File: config.mk
export PLATFORM = sky130hd
export DESIGN_NAME = fbuf_wr_arbiter
export DESIGN_NICKNAME = d
export VERILOG_FILES = /design/src/rtl/fbuf_wr_arbiter_pkg.sv /design/src/rtl/fbuf_wr_arbiter.sv
export SDC_FILE = /design/constraint.sdc
export NUM_CORES = 1
export LEC_CHECK = 0
export CORE_ASPECT_RATIO = 2
export CORE_MARGIN = 1.5
export CORE_UTILIZATION = 38
export DETAILED_ROUTE_END_ITERATION = 10
export GPL_ROUTABILITY_DRIVEN = 0
export PLACE_DENSITY = 0.73
export SKIP_CTS_REPAIR_TIMING = 1
export SYNTH_ARGS = -nofsm -noshare
export SYNTH_HDL_FRONTEND = slang
export SYNTH_SLANG_ARGS = --single-unit
File: constraint.sdc
create_clock -name i_clk -period 2.6 [get_ports i_clk]
set_input_delay 0.52 -clock i_clk [delete_from_list [all_inputs] [get_ports i_clk]]
set_output_delay 0.52 -clock i_clk [all_outputs]
set_load 0.005 [all_outputs]
File: src/rtl/fbuf_wr_arbiter_pkg.sv
// ---------------------------------------------------------------------------
// fbuf_wr_arbiter_pkg
// Shared colour-detect definitions used by the framebuffer write arbiter:
// framebuffer geometry defaults, pixel format width, arbiter state encoding
// and a small saturating-increment helper for the starvation counter.
// ---------------------------------------------------------------------------
package fbuf_wr_arbiter_pkg;

  // 640 x 360 framebuffer of RGB565 words
  localparam int unsigned FBUF_DEPTH_DEF  = 230400;
  localparam int unsigned FBUF_ADDR_W_DEF = 18;
  localparam int unsigned RGB565_W        = 16;

  // Starvation counter is a fixed 8-bit register; STARVE_LIMIT must fit.
  localparam int unsigned STARVE_CNT_W    = 8;

  typedef enum logic {
    ARB   = 1'b0,
    FLUSH = 1'b1
  } arb_state_e;

  // Increment that sticks at lim instead of wrapping.
  function automatic logic [STARVE_CNT_W-1:0] sat_inc(
    input logic [STARVE_CNT_W-1:0] val,
    input logic [STARVE_CNT_W-1:0] lim
  );
    if (val >= lim) begin
      return lim;
    end
    return val + 1'b1;
  endfunction

endpackage

File: src/rtl/fbuf_wr_arbiter.sv
// ---------------------------------------------------------------------------
// fbuf_wr_arbiter
// Two-requester write arbiter in front of a framebuffer write port. The
// pixel stream has priority; the overlay (colour-marker) writer is
// protected from starvation by a counter that forces an overlay grant once
// it has been denied STARVE_LIMIT consecutive cycles. Accepted words are
// registered onto the framebuffer write port one cycle later; words whose
// address falls outside the framebuffer are consumed but not written and
// raise a sticky error flag.
//
// Ports
//   i_clk, i_rst          clock, asynchronous active-high reset
//   i_flush               pipeline flush, suppresses all grants while high
//   i_pix_req/addr/data   pixel-stream write request (held until ack)
//   o_pix_ack             pixel word accepted this cycle (combinational)
//   i_ovl_req/addr/data   overlay write request (held until ack)
//   o_ovl_ack             overlay word accepted this cycle (combinational)
//   o_fbuf_wr             framebuffer write strobe (registered)
//   o_fbuf_waddr/wdata    framebuffer write address/data (hold when idle)
//   o_addr_err            sticky: an accepted word was out of range
// ---------------------------------------------------------------------------
module fbuf_wr_arbiter
  import fbuf_wr_arbiter_pkg::*;
#(
  parameter int unsigned ADDR_WIDTH   = FBUF_ADDR_W_DEF,
  parameter int unsigned DATA_WIDTH   = RGB565_W,
  parameter int unsigned FBUF_DEPTH   = FBUF_DEPTH_DEF,
  parameter int unsigned STARVE_LIMIT = 8
) (
  input  logic                  i_clk,
  input  logic                  i_rst,
  input  logic                  i_flush,

  input  logic                  i_pix_req,
  input  logic [ADDR_WIDTH-1:0] i_pix_addr,
  input  logic [DATA_WIDTH-1:0] i_pix_data,
  output logic                  o_pix_ack,

  input  logic                  i_ovl_req,
  input  logic [ADDR_WIDTH-1:0] i_ovl_addr,
  input  logic [DATA_WIDTH-1:0] i_ovl_data,
  output logic                  o_ovl_ack,

  output logic                  o_fbuf_wr,
  output logic [ADDR_WIDTH-1:0] o_fbuf_waddr,
  output logic [DATA_WIDTH-1:0] o_fbuf_wdata,
  output logic                  o_addr_err
);

  localparam logic [STARVE_CNT_W-1:0] LIMIT_C = STARVE_CNT_W'(STARVE_LIMIT);
  // One extra bit so a depth of exactly 2**ADDR_WIDTH is still representable.
  localparam logic [ADDR_WIDTH:0]     DEPTH_C = (ADDR_WIDTH+1)'(FBUF_DEPTH);

  function automatic logic addr_in_range(input logic [ADDR_WIDTH-1:0] addr);
    return ({1'b0, addr} < DEPTH_C);
  endfunction

  arb_state_e              state;
  arb_state_e              next_state;
  logic [STARVE_CNT_W-1:0] starve_cnt;
  logic [STARVE_CNT_W-1:0] starve_nxt;

  logic                    pix_gnt_p0;
  logic                    ovl_gnt_p0;
  logic                    vld_p0;
  logic [ADDR_WIDTH-1:0]   addr_p0;
  logic [DATA_WIDTH-1:0]   data_p0;

  logic                    vld_p1;
  logic [ADDR_WIDTH-1:0]   addr_p1;
  logic [DATA_WIDTH-1:0]   data_p1;
  logic                    addr_err;

  // Pixel wins unless the overlay has waited its full allowance. When the
  // overlay is idle the limit cannot hold the pixel back, so a lone request
  // always moves one word per cycle.
  function automatic logic pix_wins(
    input logic                    pix_req,
    input logic                    ovl_req,
    input logic [STARVE_CNT_W-1:0] cnt
  );
    return pix_req && ((cnt < LIMIT_C) || !ovl_req);
  endfunction

  // -------------------------------------------------------------------------
  // Stage p0: state / next-state, grant decision and starvation tracking.
  // The cycle that leaves FLUSH already arbitrates, so the only bubble seen
  // downstream after a flush is the output register stage.
  // -------------------------------------------------------------------------
  always_ff @(posedge i_clk or posedge i_rst) begin
    if (i_rst) begin
      state      <= ARB;
      starve_cnt <= '0;
    end else begin
      state      <= next_state;
      starve_cnt <= starve_nxt;
    end
  end

  always_comb begin
    next_state = state;
    pix_gnt_p0 = 1'b0;
    ovl_gnt_p0 = 1'b0;
    starve_nxt = starve_cnt;

    case (state)
      ARB: begin
        if (i_flush) begin
          next_state = FLUSH;
        end else begin
          pix_gnt_p0 = pix_wins(i_pix_req, i_ovl_req, starve_cnt);
          ovl_gnt_p0 = !pix_gnt_p0 && i_ovl_req;
        end
      end
      FLUSH: begin
        if (!i_flush) begin
          next_state = ARB;
          pix_gnt_p0 = pix_wins(i_pix_req, i_ovl_req, starve_cnt);
          ovl_gnt_p0 = !pix_gnt_p0 && i_ovl_req;
        end
      end
      default: begin
        next_state = ARB;
      end
    endcase

    if (i_flush || !i_ovl_req || ovl_gnt_p0) begin
      starve_nxt = '0;
    end else begin
      starve_nxt = sat_inc(starve_cnt, LIMIT_C);
    end

    // Acks are combinational; hold them low while reset is asserted.
    if (i_rst) begin
      pix_gnt_p0 = 1'b0;
      ovl_gnt_p0 = 1'b0;
    end
  end

  assign o_pix_ack = pix_gnt_p0;
  assign o_ovl_ack = ovl_gnt_p0;

  assign vld_p0  = pix_gnt_p0 || ovl_gnt_p0;
  assign addr_p0 = pix_gnt_p0 ? i_pix_addr : i_ovl_addr;
  assign data_p0 = pix_gnt_p0 ? i_pix_data : i_ovl_data;

  // -------------------------------------------------------------------------
  // Stage p1: registered framebuffer write port and sticky range error.
  // Address/data only update on a real write so they hold when idle; an
  // out-of-range word is swallowed here without disturbing them.
  // -------------------------------------------------------------------------
  always_ff @(posedge i_clk or posedge i_rst) begin
    if (i_rst) begin
      vld_p1   <= 1'b0;
      addr_p1  <= '0;
      data_p1  <= '0;
      addr_err <= 1'b0;
    end else begin
      vld_p1 <= 1'b0;
      if (vld_p0) begin
        if (addr_in_range(addr_p0)) begin
          vld_p1  <= 1'b1;
          addr_p1 <= addr_p0;
          data_p1 <= data_p0;
        end else begin
          addr_err <= 1'b1;
        end
      end
    end
  end

  assign o_fbuf_wr    = vld_p1;
  assign o_fbuf_waddr = addr_p1;
  assign o_fbuf_wdata = data_p1;
  assign o_addr_err   = addr_err;

endmodule
After elaboration in Yosys (flattened, before gate mapping)
Cells that the tools add are included.
Word-level totals
  word-level logic and storage cells: 33
  flip-flop bits (word level): 44
  output and inout port bits: 38
  input port bits: 73
Cells by class
  bitwise operators: 1
  $lt $le $gt $ge: 3
  muxes and demuxes: 13
  add/subtract/negate cells: 1
  reduce and logical (&&, ||, !) cells: 10
Operators by type and width (number)
  2-to-1 mux 8 bit: 3
  < comparator 18 bit, second input constant: 1
  2-to-1 mux 18 bit: 1
  2-to-1 mux 16 bit: 1
  adder 8 x 1 -> 8 bit, second input constant: 1
  >= comparator 8 x 4 -> 1 bit, second input constant: 1
  < comparator 8 x 4 -> 1 bit, second input constant: 1
  2-to-1 mux 1 bit: 8
  logical OR 1 bit: 4
  AND reduction 2 bit: 2
  logical AND 1 bit: 2
  zero test 1 bit: 2
  NOT 1 bit: 1

Depth between registers and ports, before layout
  depth after elaboration: 10
  mapped depth: 6
  gate-level depth less buffers: 5

Worst setup path after synthesis
Ideal clock, no wire load.
  path type: input -> register
  start: input port i_pix_addr[13]
  end: register addr_p1[0] (netlist: o_fbuf_waddr[0])
  path buffers: 1
  setup slack: 0.150 ns
  setup time: 0.125 ns
  data required time: 2.475 ns
  arrival time: 2.326 ns
  stages: 6
  cells stage by stage: or4_1 > o2111ai_2 > a22oi_2 > nor4b_4 > buf_6 > mux2_2
Between the ends
  longest elaborated chain between the ends: 3
Ends and longest elaborated chain
  start: declaration: RTL line fbuf_wr_arbiter.sv:35  | input logic [ADDR_WIDTH-1:0] i_pix_addr,
  2-to-1 mux 18 bit: RTL line fbuf_wr_arbiter.sv:144  | assign addr_p0 = pix_gnt_p0 ? i_pix_addr : i_ovl_addr;
  < comparator 18 bit: RTL line fbuf_wr_arbiter.sv:55  | return ({1'b0, addr} < DEPTH_C);
  AND reduction 2 bit (no line)
  end signal: assignment: RTL line fbuf_wr_arbiter.sv:163  | addr_p1 <= addr_p0;
  end: declaration: RTL line fbuf_wr_arbiter.sv:70  | logic [ADDR_WIDTH-1:0] addr_p1;
No other way between the ends.
A chain may end at the register's enable or synchronous reset.

Worst setup path after layout
  start: input port i_pix_addr[11]
  end: register addr_p1[16] (netlist: o_fbuf_waddr[16])
Same word-level chain as after synthesis.

==> flow_summary.toml <==
[die]
core-area_um2 = 5420
initial_utilization_pct = 39.66
io_pins = 111
die_area_um2 = 6144
core.rowCount = 38
die_width_um = 56.18
die_h_um = 109.4

[placed_design]
port_buffers = 110
dp.cells = 332
dpl_worst_slack_ns = -0.2740
post_detail_place_hpwl_um = 4580

[timing]
timing.setup.tns_ns = 0
worst_hold_slack_ns = 0.4816
layout_setup_ws_ns = 0.03914
maxSlewViolCount = 0
achievable-frequency_ghz = 0.3905
min_period_over_period_pct = 98.49
setup-violations-final = 0
timing.clock.skew_ns = 0.003107
finalHoldViolCount = 0
final_period_minus_worst_setup_slack_ns = 2.561

[layout]
finalNonFillerCells = 343
regArea_um2 = 1101
fraction_of_layout_instances_using_a_drive_strength_above_1_pct = 35.69
n_antenna_cell = 0
layout.nets = 358
multi_input_comb_area_um2 = 1046
count_of_fill_cells_added_during_filler_insertion = 437
areaGrowthSynthToFinish_pct = 68.22

[synthesis]
synth_enable_flop_cells = 0
synth_ff_type = "sky130_fd_sc_hd__dfrtp_1"
syn-cell-area_um2 = 2150
ys_seq_elements = 44
fraction_of_synthesis_flops_using_an_asynchronous_set_or_reset_pin_pct = 100.0
syn_area_per_cell_um2 = 14.33
synth-seq-area-share_pct = 51.22
synth.yosys.warnings = 0
ys_types = 25
postSynthCellCount = 150

[cts]
worst_setup_hold_path_clk_slew_ns = 0.07
cts-root-to-sink-buffers = 2
worst_skew_pair.late_latency_ns = 0.30
clkSinkCount = 44
cts_root_buffer = "sky130_fd_sc_hd__clkbuf_8"
cts_bufs_inserted = 5
ctsHtreeMaxLevel = 2
tritoncts = "yes"

[grt]
global_route.overflow_total = 0
grt_use_total_pct = 18.79
grt_pass1_vias = 1789
antenna_violations_before_repair = 0
grt_pass1_wl_um = 8569
grt_start_max_net_pins = 36

[power]
cellLeakagePower_nw = 1.467
power.density_cell_area_nw_per_um2 = 526.2
power_mw = 1.903
vdd_drop_max_uv = 494.6

[route]
routed-via-count = 1725
via_per_inst = 5.029
1st_pass_router_iterations = 4
drc = 0
detail_route.wl_per_cell_um = 16.97
drt-initial-drc-count = 11
antenna_violating_nets_post_route = 0
postRouteWirelength_um = 5822

[critical_path]
timing.critical_path.to_type = "register"
worst_ep_required_time_ns = 2.79
critical-path-top-delay-family = "buffers and inverters"
crit_path_start_kind = "input pin"
cp_cell_sequence = "clkdlybuf4s50_1 -> or4_4 -> o2111ai_4 -> a22oi_2 -> nor4b_4 -> buf_4 -> clkbuf_16 -> mux2_2"
worst-endpoint-arrival_ns = 2.75
criticalPathCategory = "input pin to register"
cp_max_fo = 17
combined_buffer_and_inverter_count_along_the_critical_path = 3
critical_path.slowest_cell = "sky130_fd_sc_hd__or4_4"
critical-path-max-stage-delay_ns = 0.55

[job]
max_cap_violations = 0

[outcome]
outcome = "finished, final reports clean"

[worst_hold_path]
worst_hold_path_type = "register to register"
## synthesized netlist by cell type (2+ instances only)
cell type | instances | share of area [%]
sky130_fd_sc_hd__mux2_2 | 64 | 34
sky130_fd_sc_hd__dfrtp_1 | 44 | 51
sky130_fd_sc_hd__nor2_1 | 5 | 0.87
sky130_fd_sc_hd__inv_1 | 4 | 0.70
sky130_fd_sc_hd__mux2_1 | 4 | 2.1
sky130_fd_sc_hd__buf_2 | 3 | 0.70
sky130_fd_sc_hd__buf_6 | 3 | 1.6
sky130_fd_sc_hd__nor3_1 | 3 | 0.70
sky130_fd_sc_hd__ha_1 | 2 | 1.2
sky130_fd_sc_hd__nand3_1 | 2 | 0.47
sky130_fd_sc_hd__or4_1 | 2 | 0.70
## stage by stage
step | utilization (%) | cell area, µm²
6_report | 66.71 | 3616
5_1_grt | 66.71 | 3616
4_1_cts | 65.00 | 3523
3_5_place_dp | 63.57 | 3446
3_3_place_gp | 63.57 | 3446
2_1_floorplan | - | 2161
## cell families after synthesis
group	Yosys count	share of synthesized area (%)
muxes	69	36.09
xor gates and xnor gates	1	0.4075
adders and majority gates	2	1.164
other	1	0.1745
DFF	44	51.22
AOI/OAI and AO/OA	6	2.910
and+or+nand+nor	17	5.064
buffers and inverters	10	2.968
## per-layer routing
layer	share of wire [%]	GRT usage, %	vias up
met2	61	36.81	66
li1	-	-	797
met4	4.2	11.90	0
met5	0	0	-
met3	4.3	3.176	15
met1	31	17.24	847
## power breakdown
group	switching, mW	leakage, nW	internal (mW)
clock network	0.217	0.0410	0.183
registers	0.0643	0.527	0.809
logic	0.182	0.899	0.448
## registers in the layout (all words and copies together) (netlist names)
signal and count:
o_addr_err 1, o_fbuf_waddr 18, o_fbuf_wdata 16, o_fbuf_wr 1, starve_cnt 8
## path summary, 6_finish.rpt
kind | endpoint | slack [ns] | depth (start not counted) | start
worst max-delay path | o_fbuf_waddr[16]$_DFFE_PP0P_ | 0.04 | 8 | i_pix_addr[11]
worst min-delay path | o_addr_err$_DFFE_PP0P_ | 0.48 | 1 | o_addr_err$_DFFE_PP0P_
worst max register to register | o_fbuf_waddr[17]$_DFFE_PP0P_ | 0.42 | 7 | starve_cnt[7]$_DFF_PP0_
worst min register to register | o_addr_err$_DFFE_PP0P_ | 0.48 | 1 | o_addr_err$_DFFE_PP0P_
max in group asynchronous | o_fbuf_waddr[15]$_DFFE_PP0P_ | 1.23 | 4 | i_rst
min in group asynchronous | starve_cnt[5]$_DFF_PP0_ | 0.89 | 3 | i_rst
## cells in the final DEF (no fill, tap or decap), drive strengths merged, types with 2 or more instances in the layout
cell type	synthesis	final
nor2	5	5
conb	1	4
or4	2	2
dfrtp	44	44
nor3	3	3
nand3	2	2
o2111ai	2	2
inv	4	4
clkdlybuf4s50	0	109
buf	6	18
ha	2	2
clkbuf	0	7
mux2	68	68
## layout make-up
class / count / share of cell area [%]
clock inverters: 1 / 0.1384
inverters: 4 / 0.4152
well taps: 60 / 2.076
flip-flops and latches: 44 / 30.45
repair buffers: 129 / 35.99
multi-input cells: 99 / 28.93
clock buffers: 6 / 2.007
## worst reg2reg max path, cell delays in order (launching register included)
cell and delay [ns]:
sky130_fd_sc_hd__dfrtp_1 0.38, sky130_fd_sc_hd__nor3_2 0.24, sky130_fd_sc_hd__nand3_2 0.14, sky130_fd_sc_hd__a211oi_4 0.33
sky130_fd_sc_hd__buf_12 0.15, sky130_fd_sc_hd__buf_4 0.19, sky130_fd_sc_hd__mux2_2 0.36, sky130_fd_sc_hd__mux2_1 0.29
Power figures use the tool's default switching activity.
